`src/rtl/data_sram_wbuf.sv`:
```
// data_sram_wbuf: posted-write FIFO from CPU store port to AXI write channel (WBUF_HAZARD_EN: per-address RAW compare).
// Latency: store acked one cycle after accept; pushed entry reaches data_sram_req the next cycle (no bypass).
// Backpressure: cpu_addr_ok low while DEPTH entries are held; one write transaction outstanding at a time.
module data_sram_wbuf #(
  parameter int DEPTH = 4,
  parameter int PTR_W = 2
) (
  input  logic        clk,
  input  logic        reset,
  input  logic        cpu_req,
  input  logic        cpu_wr,
  input  logic [1:0]  cpu_size,
  input  logic [3:0]  cpu_wstrb,
  input  logic [31:0] cpu_addr,
  input  logic [31:0] cpu_wdata,
  output logic        cpu_addr_ok,
  output logic        cpu_data_ok,
  output logic        data_sram_req,
  output logic        data_sram_wr,
  output logic [1:0]  data_sram_size,
  output logic [3:0]  data_sram_wstrb,
  output logic [31:0] data_sram_addr,
  output logic [31:0] data_sram_wdata,
  input  logic        data_sram_addr_ok,
  input  logic        data_sram_data_ok,
  input  logic [31:0] rd_addr,
  output logic        raw_hazard,
  output logic        wbuf_empty
);

  typedef struct packed {
    logic [31:0] addr;
    logic [1:0]  size;
    logic [3:0]  wstrb;
    logic [31:0] wdata;
  } entry_t;

  typedef enum logic {IDLE = 1'b0, WAIT_B = 1'b1} state_t;

  localparam logic [PTR_W:0] FULL_CNT = (PTR_W+1)'(DEPTH);

  entry_t           mem [DEPTH];
  logic [PTR_W-1:0] head;
  logic [PTR_W-1:0] tail;
  logic [PTR_W:0]   count;
  state_t           state;
  state_t           state_nxt;
  logic             push;
  logic             pop;
  logic             has_entry;

  // Full is judged on the pre-edge count, so a same-cycle pop never frees a slot early.
  assign has_entry   = (count != '0);
  assign push        = cpu_req && cpu_wr && (count != FULL_CNT);
  assign pop         = (state == WAIT_B) && data_sram_data_ok;
  assign cpu_addr_ok = push;
  assign wbuf_empty  = !has_entry;
  assign data_sram_wr = 1'b1;

  // Head stays in place until its B response, so the payload is stable while outstanding;
  // it reads zero when empty so stale slots never appear on the bus.
  assign data_sram_addr  = has_entry ? mem[head].addr  : '0;
  assign data_sram_size  = has_entry ? mem[head].size  : '0;
  assign data_sram_wstrb = has_entry ? mem[head].wstrb : '0;
  assign data_sram_wdata = has_entry ? mem[head].wdata : '0;

  // Entry storage written at tail on accept; contents are qualified by count, so no reset.
  always_ff @(posedge clk) begin
    if (push) begin
      mem[tail] <= '{addr: cpu_addr, size: cpu_size, wstrb: cpu_wstrb, wdata: cpu_wdata};
    end
  end

  // Pointers, occupancy and the posted-store acknowledge.
  always_ff @(posedge clk) begin
    if (reset) begin
      head        <= '0;
      tail        <= '0;
      count       <= '0;
      cpu_data_ok <= 1'b0;
    end else begin
      if (push) tail <= tail + PTR_W'(1);
      if (pop)  head <= head + PTR_W'(1);
      case ({push, pop})
        2'b10:   count <= count + (PTR_W+1)'(1);
        2'b01:   count <= count - (PTR_W+1)'(1);
        default: count <= count;
      endcase
      cpu_data_ok <= push;
    end
  end

  // Drain FSM state register.
  always_ff @(posedge clk) begin
    if (reset) state <= IDLE;
    else       state <= state_nxt;
  end

  // Drain FSM next state: one transaction in flight, released by its B response.
  always_comb begin
    state_nxt = state;
    case (state)
      IDLE:    if (has_entry && data_sram_addr_ok) state_nxt = WAIT_B;
      WAIT_B:  if (data_sram_data_ok)              state_nxt = IDLE;
      default: state_nxt = IDLE;
    endcase
  end

  // Drain FSM outputs: request only while idle with a queued entry.
  always_comb begin
    data_sram_req = 1'b0;
    if (state == IDLE) data_sram_req = has_entry;
  end

`ifdef WBUF_HAZARD_EN
  logic [PTR_W-1:0] offs;
  logic             hit;

  // Word-address match against every occupied slot, in-flight head included.
  always_comb begin
    hit  = 1'b0;
    offs = '0;
    for (int i = 0; i < DEPTH; i++) begin
      offs = PTR_W'(i) - head;
      if (({1'b0, offs} < count) && (mem[i].addr[31:2] == rd_addr[31:2])) hit = 1'b1;
    end
  end

  assign raw_hazard = hit;
`else
  logic unused_rd_addr;
  assign unused_rd_addr = ^rd_addr;
  // Conservative: any load waits until the buffer has fully drained.
  assign raw_hazard = !wbuf_empty;
`endif

endmodule
```
`config.mk`:
```
export PLATFORM = sky130hd
export DESIGN_NAME = data_sram_wbuf
export DESIGN_NICKNAME = d
export VERILOG_FILES = /design/src/rtl/data_sram_wbuf.sv
export SDC_FILE = /design/constraint.sdc
export NUM_CORES = 1
export LEC_CHECK = 0
export ABC_AREA = 0
export BUFFER_PORTS_ARGS = -buffer_cell sky130_fd_sc_hd__buf_2
export CAP_MARGIN = 20
export CORE_ASPECT_RATIO = 2
export CORE_UTILIZATION = 56
export DETAILED_ROUTE_END_ITERATION = 12
export PLACE_DENSITY = 0.86
export SYNTH_ARGS = -nofsm -noshare
export SYNTH_HDL_FRONTEND = slang
export SYNTH_SLANG_ARGS = --single-unit
```
`constraint.sdc`:
```
create_clock -name clk -period 3.6 [get_ports clk]
set_clock_uncertainty 0.1 [all_clocks]
set_input_delay 0.18 -clock clk [delete_from_list [all_inputs] [get_ports clk]]
set_output_delay 0.18 -clock clk [all_outputs]
set_load 0.05 [all_outputs]
```
==> key figures, run 1 <==
Status
  – Status: finished clean

GRT
  – Initial antenna violation count: 3
  – First-pass GRT wire length: between 30 and 40 mm
  – Total GRT Usage: 21.7%
  – Pin count of the biggest net entering global routing: 71
  – Number of global-route vias before repair: 6229
  – Overflow after GRT: 0

Cells and area
  – Post-layout util: 70.4%
  – Filler cells: around 1200
  – Layout Nets: 853
  – Multi-input gate area: 2320 um2
  – Register area: around 8600 um2
  – Commonest cells after routing, fill and taps aside: edfxtp_1 (280), buf_2 (150), dlygate4sd3_1 (76), and2_1 (71), mux4_2 (70)
  – Layout overhead on the synthesized area: 22.4%
  – Fraction of layout instances using a drive strength above 1: 36.1%
  – Most common cell after layout, fill and taps aside: edfxtp_1

Floorplanning
  – Initial Util: 57.5%
  – Die width: around 100 um
  – Core area: a little under 20000 um2
  – Ports: between 150 and 200
  – Rows: 72
  – Die height: 202 um
  – Die ar.: 20600 um2

Placement
  – PortBufs: 150
  – Gpl congestion: roughly 0.72
  – Final HPWL DP: approximately 13 mm

Power
  – LEAKAGE: 4.76 nW
  – Power Dens Cells: 533 nW/um2
  – Max VDD drop: 0.416 mV

Critical path
  – FF-to-FF path depth: 3
  – Kind of critical path: primary input to register
  – R2r endpoint: mem[3][34]$_DFFE_PP_
  – CP Launch Type: primary input
  – CP startpoint: cpu_wr
  – CP max FO: 70
  – CP required: 3.62 ns
  – Setup crit end kind: register
  – Worst Path Arrival: 2.80 ns
  – RR Startpoint: count[0]$_SDFFE_PP0P_
  – Reg2Reg Setup Slack: between 1 and 1.5 ns

Clock tree
  – CTS tree: built
  – H-tree depth: 1
  – TritonCTS buffer count: 24
  – CTS Buffer Depth: 3
  – Post_cts resized: 0
  – Setup Buffers After CTS: 0
  – CTS root buf: clkbuf_16
  – Clock net sink count: slightly below 300
  – Reg clk slew, reported paths: 0.06 ns
  – Clock Latency Late Sink: 0.51 ns

Flow run
  – Max_cap viols: 0

Synthesis
  – Post-synthesis compound-gate area fraction: 0.291%
  – Syn avg cell area: 22.2 um2
  – Yosys warns: 0
  – Cell area after synthesis: 11200 um2
  – Simple-Gate Fraction of Synth Area: 4.97%
  – Syn nets: 619
  – Xor and xnor area share after synthesis: 0.313%
  – Unique masters post-synth: 28
  – Flops & latches, synth: between 200 and 300
  – Register area share after synthesis: between 70% and 80%
  – Largest family of logic cells by synthesized area: multiplexers
  – Cells after Synth: 505
  – Synth Area in Adders: less than 1%
  – Mux cell area share after synthesis: 14.3%

Timing
  – Crit share post-route: 77.2%
  – Final setup fails: 0
  – Fin. Hold Viols: 0
  – Slew of the pin with the lowest slew margin: about 1.1 ns
  – Minimum clock period: 2.78 ns
  – Unrepaired setup endpoints after global routing: no
  – Rel. slew slack: between 20 and 30%
  – Fmax: 360 MHz
  – Setup TNS: 0 ns
  – Slew Viols, Final: 0

Detailed routing
  – Residual DRC: 0
  – Antenna viol nets, final: 0
  – Total Wirelength: 21.3 mm
  – WL per Instance: 20.9 um
  – Initial drt markers: 225
  – Drt via density: 5.39
  – Drt first pass iters: 4
  – Via Count: 5491

Hold path
  – Hold-critical path depth: 2
  – Hold Startpoint: cpu_addr[1]
  – Min-Delay Endpoint: mem[2][39]$_DFFE_PP_
  – HP Class: primary input to register
==> through the flow <==
step                std cells  setup WS [ns]  instance area, um2  hold WS [ns]  power (W)
global placement          895           1.28               12100         0.290    0.00468
detailed placement        896           1.19               12100         0.296    0.00472
CTS                      1015          0.802               13700         0.295    0.00734
finish                   1018          0.822               13700         0.317    0.00730
floorplan                 505          0.154               11200         0.179    0.00449
global route             1018          0.707               13700         0.300    0.00751
==> area by class of cell <==
class	instances	area share [%]
antenna	3	0.0548
multi-input combinational	181	16.9
sequential	291	63.0
clock buffer	34	5.03
inverter	7	0.192
timing repair buffer	234	11.7
clock inverter	9	0.731
tap	259	2.37
==> repair_timing <==
item,CTS,global route
setup endpoints to repair,0,0
hold endpoints to repair,291,0
hold buffers,76,0
==> layer usage <==
metal	track usage [%]	wire (um)
met5	0	0
met4	9.59	668
met3	2.73	712
met2	40.0	12100
met1	24.5	7810
==> worst max-delay path by stage <==
stage | slack [ns] | depth (start not counted) | endpoint
final | 0.82 | 6 | mem[3][34]$_DFFE_PP_
after global routing | 0.71 | 7 | mem[1][44]$_DFFE_PP_
after CTS | 0.80 | 4 | data_sram_addr[8]
after detailed placement | 1.19 | 4 | mem[0][42]$_DFFE_PP_
after global placement | 1.28 | 4 | mem[1][59]$_DFFE_PP_
after floorplan | 0.15 | 3 | mem[2][0]$_DFFE_PP_
==> synth_stat cells, drive strengths merged <==
library cell	count	area share, %
and2	75	4.2
edfxtp	280	75
nor2b	1	0.056
fa	1	0.18
inv	7	0.23
mux4	70	14
buf	18	1.8
xor2	3	0.23
or3	2	0.11
a21oi	3	0.13
ha	5	0.56
mux2	1	0.10
nand3	1	0.045
o21ai	1	0.045
nand3b	1	0.067
conb	1	0.033
dfxtp	11	2.0
mux2i	1	0.089
nor2	9	0.30
a31oi	1	0.11
clkbuf	8	0.27
xnor2	1	0.078
nand2	1	0.033
nand2b	3	0.17
==> state kept, by name (all words and copies together), names as in the netlist, named ones only <==
register	flops
mem	280
count	3
head	2
tail	2
cpu_data_ok	1
state	1
==> logic make-up after synthesis <==
family | after synthesis
other cells | 1
fa+ha+maj | 6
mux | 72
simple gates | 93
flops | 291
buf+inv | 33
xor+xnor | 4
compound gates | 5
==> critical path: stages <==
cell and delay (ns):
dlygate4sd3_1 0.52, buf_2 0.10, nand2_1 0.04, dlygate4sd3_1 0.57, a31oi_2 0.40, and2_4 0.96
==> where the power goes <==
part / internal (W) / switching (W) / leakage (nW)
Clock: 0.00148 / 0.00110 / 0.387
Combinational: 0.000291 / 0.000605 / 1.74
Sequential: 0.00379 / 0.0000246 / 2.63
(Power assumes the default switching activity.)
==> run 2: changes to the inputs <==
Settings changed: CORE_UTILIZATION 56 to 51, PLACE_DENSITY 0.86 to 0.83.
Clock period 3.6 ns to 2.5 ns, I/O delays scaled along.
==> run 2 against run 1 <==
Net effect:
- die area up 9.7%
- critical path type is now register to output port
- register-to-register slack worse by 0.99 ns
- flip-flop and latch count stayed put
- sequential share of layout area decreased by 0.66 points
- highest routed layer unchanged
==> key figures, run 2 (synthesis gave the netlist of run 1 again) <==
Clock tree
  – CTS root buf: clkbuf_16
  – Clock Latency Late Sink: 0.51 ns (about the same)
  – CTS tree: built
  – TritonCTS buffer count: 23 (-4.2%)
  – Post_cts resized: 0 (unchanged)
  – Reg clk slew, reported paths: 0.07 ns (about the same)
  – CTS Buffer Depth: 3 (unchanged)
  – Clock net sink count: 291 (unchanged)
  – H-tree depth: 1 (unchanged)

Floorplanning
  – Die ar.: 22600 um2 (+9.7%)
  – Core area: 21500 um2 (+10%)
  – Die width: 107 um (+4.7%)
  – Initial Util: 52.1% (-5.4 points)
  – Ports: 184 (unchanged)
  – Rows: 76 (+5.6%)
  – Die height: 212 um (+4.7%)

Cells and area
  – Register area: 8640 um2 (unchanged)
  – Filler cells: 1465 (+21%)
  – Finished Cell Area: 13800 um2 (+1.1%)
  – Fraction of layout instances using a drive strength above 1: 37.4% (+1.3 points)
  – Most common cell after layout, fill and taps aside: edfxtp_1
  – Layout overhead on the synthesized area: 23.7%
  – Largest register by flop count: mem
  – Commonest cells after routing, fill and taps aside: edfxtp_1 (280), buf_2 (150), dlygate4sd3_1 (77), and2_1 (71), mux4_2 (70)
  – Multi-input gate area: 2320 um2 (+0.11%)
  – Max reg flops: 280 (unchanged)
  – Layout Nets: 860 (+0.82%)
  – Top flop regs: mem (280), count (3)

Detailed routing
  – Initial drt markers: 361 (+60%)
  – WL per Instance: 21.1 um (+0.81%)
  – Residual DRC: 0 (unchanged)
  – Antenna viol nets, final: 0 (unchanged)
  – Drt first pass iters: 4 (unchanged)
  – Total Wirelength: 21.9 mm (+2.6%)
  – Via Count: 5589 (+1.8%)
  – Drt via density: 5.39 (about the same)

Hold path
  – Hold-critical path depth: 2 (unchanged)
  – HP Class: primary input to register
  – Min-Delay Endpoint: mem[2][42]$_DFFE_PP_
  – Hold Startpoint: cpu_addr[4]

GRT
  – Total GRT Usage: 20.1% (-1.6 points)
  – Number of global-route vias before repair: 6179 (-0.80%)
  – Grt met1 use: 23.0% (-1.5 points)
  – GRT met3 Usage: 2.96% (+0.22 points)
  – Pin count of the biggest net entering global routing: 41 (-42%)
  – First-pass GRT wire length: 33.5 mm (+2.0%)
  – GR Layer Usage met2: 36.3% (-3.7 points)
  – Initial antenna violation count: 1 (-2)
  – Most Used Layer, Global Route: met2
  – Overflow after GRT: 0 (unchanged)

Status
  – Status: finished clean

Timing
  – Unrepaired setup endpoints after global routing: no
  – Minimum clock period: 2.39 ns
  – Setup TNS: 0 ns (unchanged)
  – Slew Viols, Final: 0 (unchanged)
  – Hold WS: 0.259 ns (-0.0583 ns)
  – Crit share post-route: 95.4%
  – Final setup fails: 0 (unchanged)
  – Fin. Hold Viols: 0 (unchanged)
  – Fmax: ~420 MHz

Critical path
  – Crit path max-delay family: multiplexers
  – CP required: 2.28 ns (-1.34 ns)
  – RR Startpoint: count[0]$_SDFFE_PP0P_
  – Worst Path Arrival: 2.16 ns (-0.64 ns)
  – Setup crit end kind: output port
  – CP Launch Type: register
  – CP max FO: 36 (-49%)
  – Levels on crit path: 4 (-2)
  – FF-to-FF path depth: 9 (+6)
  – Reg2Reg Setup Slack: 0.24 ns (-0.99 ns)
  – R2r endpoint: count[1]$_SDFFE_PP0P_
  – Slowest cell on crit path: mux4_2
  – Kind of critical path: register to output port
  – Largest stage delay, worst path: 0.57 ns (-0.39 ns)
  – Buf+Inv Stages, Crit Path: 2 (-1)
  – Critical path, cell by cell: buf_12 -> mux4_2 -> and2_1 -> buf_2

Placement
  – PortBufs: 150 (unchanged)
  – Final HPWL DP: 12.6 mm (+0.50%)
  – Gpl congestion: 0.745 (+4.0%)
  – Post-DP Area: 12300 um2 (+1.3%)

Flow run
  – Max_cap viols: 0 (unchanged)

Power
  – Max VDD drop: 0.695 mV (+67%)
  – LEAKAGE: 4.80 nW (+0.88%)
  – Power, Total: 0.0104 W (+43%)
  – Power Dens Cells: 753 nW/um2 (+41%)
## run 2: how the worst max path moves through the flow
stage / startpoint / endpoint / slack (ns)
after global routing: register / data_sram_addr[17] / 0.03
final: register / data_sram_addr[6] / 0.11
after detailed placement: count[0]$_SDFFE_PP0P_ / count[2]$_SDFFE_PP0P_ / 0.23
after global placement: count[0]$_SDFFE_PP0P_ / count[2]$_SDFFE_PP0P_ / 0.42
after floorplan: count[0]$_SDFFE_PP0P_ / mem[2][0]$_DFFE_PP_ / -0.22
after CTS: register / data_sram_addr[17] / 0.01
## run 2: per-stage QoR
step                      utilization (%)  std cells  setup WS [ns]
after floorplan                         -        505         -0.218
after CTS                            64.3       1034         0.0144
after global routing                 64.4       1036         0.0316
after global placement               57.2        916          0.423
final                                64.4       1036          0.114
after detailed placement             57.2        916          0.228
## run 2: metal layers
layer / routed length [um] / part of all wire, %
met1: 7640 / 35
met2: 12100 / 56
met3: 1190 / 5.4
met4: 901 / 4.1
met5: 0 / 0
## run 2: power by group
group | switching [W] | internal [W] | total, W
Combinational | 0.000882 | 0.000430 | 0.00131
Sequential | 0.0000336 | 0.00545 | 0.00549
Clock | 0.00164 | 0.00198 | 0.00363
Total | 0.00256 | 0.00787 | 0.0104
## run 2: area by class of cell
cell class	instances	share of cell area, %
multi-input combinational	181	16.8
tap	273	2.47
sequential	291	62.4
timing repair buffer	242	12.7
clock inverter	15	1.12
antenna	1	0.0181
clock buffer	26	4.38
inverter	7	0.190
## run 2: what timing repair did
item,in CTS,in global routing
endpoints found under the setup margin,0,15
endpoints found under the hold margin,291,0
hold buffers,77,0
buffers inserted,0,1
==> run 3: changes to the inputs <==
Settings changed: CORE_UTILIZATION 51 to 60, PLACE_DENSITY 0.83 to 0.91.
Clock period 2.5 ns to 2.76 ns, I/O delays scaled along.
==> run 3 against run 2 <==
Net effect:
- final area shrank 1.4%
- combinational power fell by 8%
- flip-flop and latch count unchanged
- register-to-register slack improved by 0.29 ns
- sequential power is 9.5% lower
- clock power decreased by 14%
- non-clock buffer count decreased by 7
- critical path type unchanged
- critical endpoint is now data_sram_wdata[15]
==> key figures, run 3 (synthesis gave the netlist of run 1 again) <==
Status
  – Status: finished clean

Clock tree
  – CTS Buffer Depth: 3 (unchanged)
  – Clock net sink count: 291 (unchanged)
  – Reg clk slew, reported paths: 0.06 ns (about the same)
  – H-tree depth: 1 (unchanged)
  – CTS root buf: clkbuf_16
  – Clock Latency Late Sink: 0.50 ns (about the same)
  – CTS tree: built
  – Post_cts resized: 0 (unchanged)
  – TritonCTS buffer count: 23 (unchanged)

Cells and area
  – Largest register by flop count: mem
  – Layout overhead on the synthesized area: 21.9%
  – Commonest cells after routing, fill and taps aside: edfxtp_1 (280), buf_2 (150), dlygate4sd3_1 (75), and2_1 (71), mux4_2 (70)
  – Max reg flops: 280 (unchanged)
  – Post-layout util: 74.6% (+10 points)
  – Top flop regs: mem (280), count (3)
  – Most common cell after layout, fill and taps aside: edfxtp_1
  – Layout Nets: 853 (-0.81%)
  – Fraction of layout instances using a drive strength above 1: 35.8% (-1.6 points)

Timing
  – Final setup fails: 0 (unchanged)
  – Fmax: 390 MHz
  – Crit share post-route: 93.0%
  – Fin. Hold Viols: 0 (unchanged)
  – Slew Viols, Final: 0 (unchanged)
  – Slew of the pin with the lowest slew margin: 0.579 ns
  – Rel. slew slack: 61.4%
  – Unrepaired setup endpoints after global routing: no
  – Setup TNS: 0 ns (unchanged)
  – Minimum clock period: 2.57 ns

Hold path
  – Hold Startpoint: cpu_req
  – HP Class: primary input to register

Critical path
  – Kind of critical path: register to output port
  – CP max FO: 45 (+25%)
  – Worst Path Arrival: 2.33 ns (+0.17 ns)
  – Setup crit end kind: output port
  – CP Launch Type: register
  – RR Startpoint: count[0]$_SDFFE_PP0P_
  – CP startpoint: count[2]$_SDFFE_PP0P_
  – CP required: 2.52 ns (+0.24 ns)

Power
  – Max VDD drop: 0.639 mV (-8.1%)
  – Power Dens Cells: 680 nW/um2 (-9.7%)
  – Power, Total: 0.00928 W (-11%)
  – LEAKAGE: 4.74 nW (-1.2%)

Detailed routing
  – Residual DRC: 0 (unchanged)
  – Via Count: 5671 (+1.5%)
  – Drt first pass iters: 5 (+1)
  – Antenna viol nets, final: 0 (unchanged)
  – Initial drt markers: 429 (+19%)
  – WL per Instance: 23.4 um (+11%)
  – Total Wirelength: 22.7 mm (+3.6%)
  – Drt via density: 5.85 (+8.4%)

Floorplanning
  – Die width: 98.6 um (-7.7%)
  – Rows: 70 (-7.9%)
  – Ports: 184 (unchanged)
  – Initial Util: 61.2% (+9.1 points)
  – Die ar.: 19200 um2 (-15%)
  – Core area: 18300 um2 (-15%)
  – Die height: 195 um (-7.7%)

Placement
  – Gpl congestion: 0.761 (+2.2%)
  – Final HPWL DP: 12.9 mm (+1.9%)
  – PortBufs: 150 (unchanged)

GRT
  – Initial antenna violation count: 2 (+1)
  – Overflow after GRT: 0 (unchanged)
  – First-pass GRT wire length: 34.5 mm (+2.9%)
  – Pin count of the biggest net entering global routing: 71 (+73%)
  – Total GRT Usage: 24.3% (+4.2 points)
  – Number of global-route vias before repair: 6134 (-0.73%)

Flow run
  – Max_cap viols: 0 (unchanged)
[run 3: layer usage]
layer | vias up | wire, um | global-route usage (%)
met4 | 0 | 654 | 8.18
met3 | 44 | 1160 | 3.04
met5 | - | 0 | 0
met1 | 2898 | 8190 | 30.2
met2 | 240 | 12600 | 44.0
li1 | 2489 | - | -
[run 3: stage by stage]
stage                     setup WS [ns]  std cells  hold WS, ns  area [um2]
final                             0.193        970       0.0141       13700
after global routing              0.123        970       0.0225       13700
after CTS                         0.175        968      0.00526       13600
after detailed placement          0.520        855        0.254       12200
after global placement            0.618        855        0.247       12200
after floorplan                  0.0416        505        0.137       11200
[run 3: final cells by class]
| cell class | instances | area, um2 |
|---|---|---|
| antenna | 2 | 5.00 |
| fill | 969 | 4650 |
| tap | 216 | 270 |
| clock inverter | 13 | 110 |
| sequential | 291 | 8640 |
| clock buffer | 25 | 583 |
| inverter | 7 | 26.3 |
| timing repair buffer | 235 | 1700 |
| multi-input combinational | 181 | 2320 |
[run 3: repair_timing]
action	in CTS	in global routing
buffers inserted	0	0
hold buffers	75	0
hold endpoints to repair	291	0
[run 3: worst max-delay path: stages, from the launching register on]
cell     delay (ns)
dfxtp_1        0.33
or3_2          0.78
buf_12         0.30
and2_1         0.19
buf_2          0.22
[run 3: final timing paths]
check | to | slack, ns | cells past startpoint
worst min-delay path | cpu_data_ok$_SDFF_PP0_ | 0.01 | 4
worst max register to register | count[2]$_SDFFE_PP0P_ | 0.53 | 9
worst min register to register | count[2]$_SDFFE_PP0P_ | 0.42 | 2
worst max-delay path | data_sram_wdata[15] | 0.19 | 4
[run 3: where the power goes]
| group | internal [W] | total, W | switching, W | leakage (nW) |
|---|---|---|---|---|
| logic | 0.000391 | 0.00120 | 0.000807 | 1.77 |
| registers | 0.00494 | 0.00497 | 0.0000325 | 2.63 |
| clock network | 0.00170 | 0.00311 | 0.00141 | 0.339 |
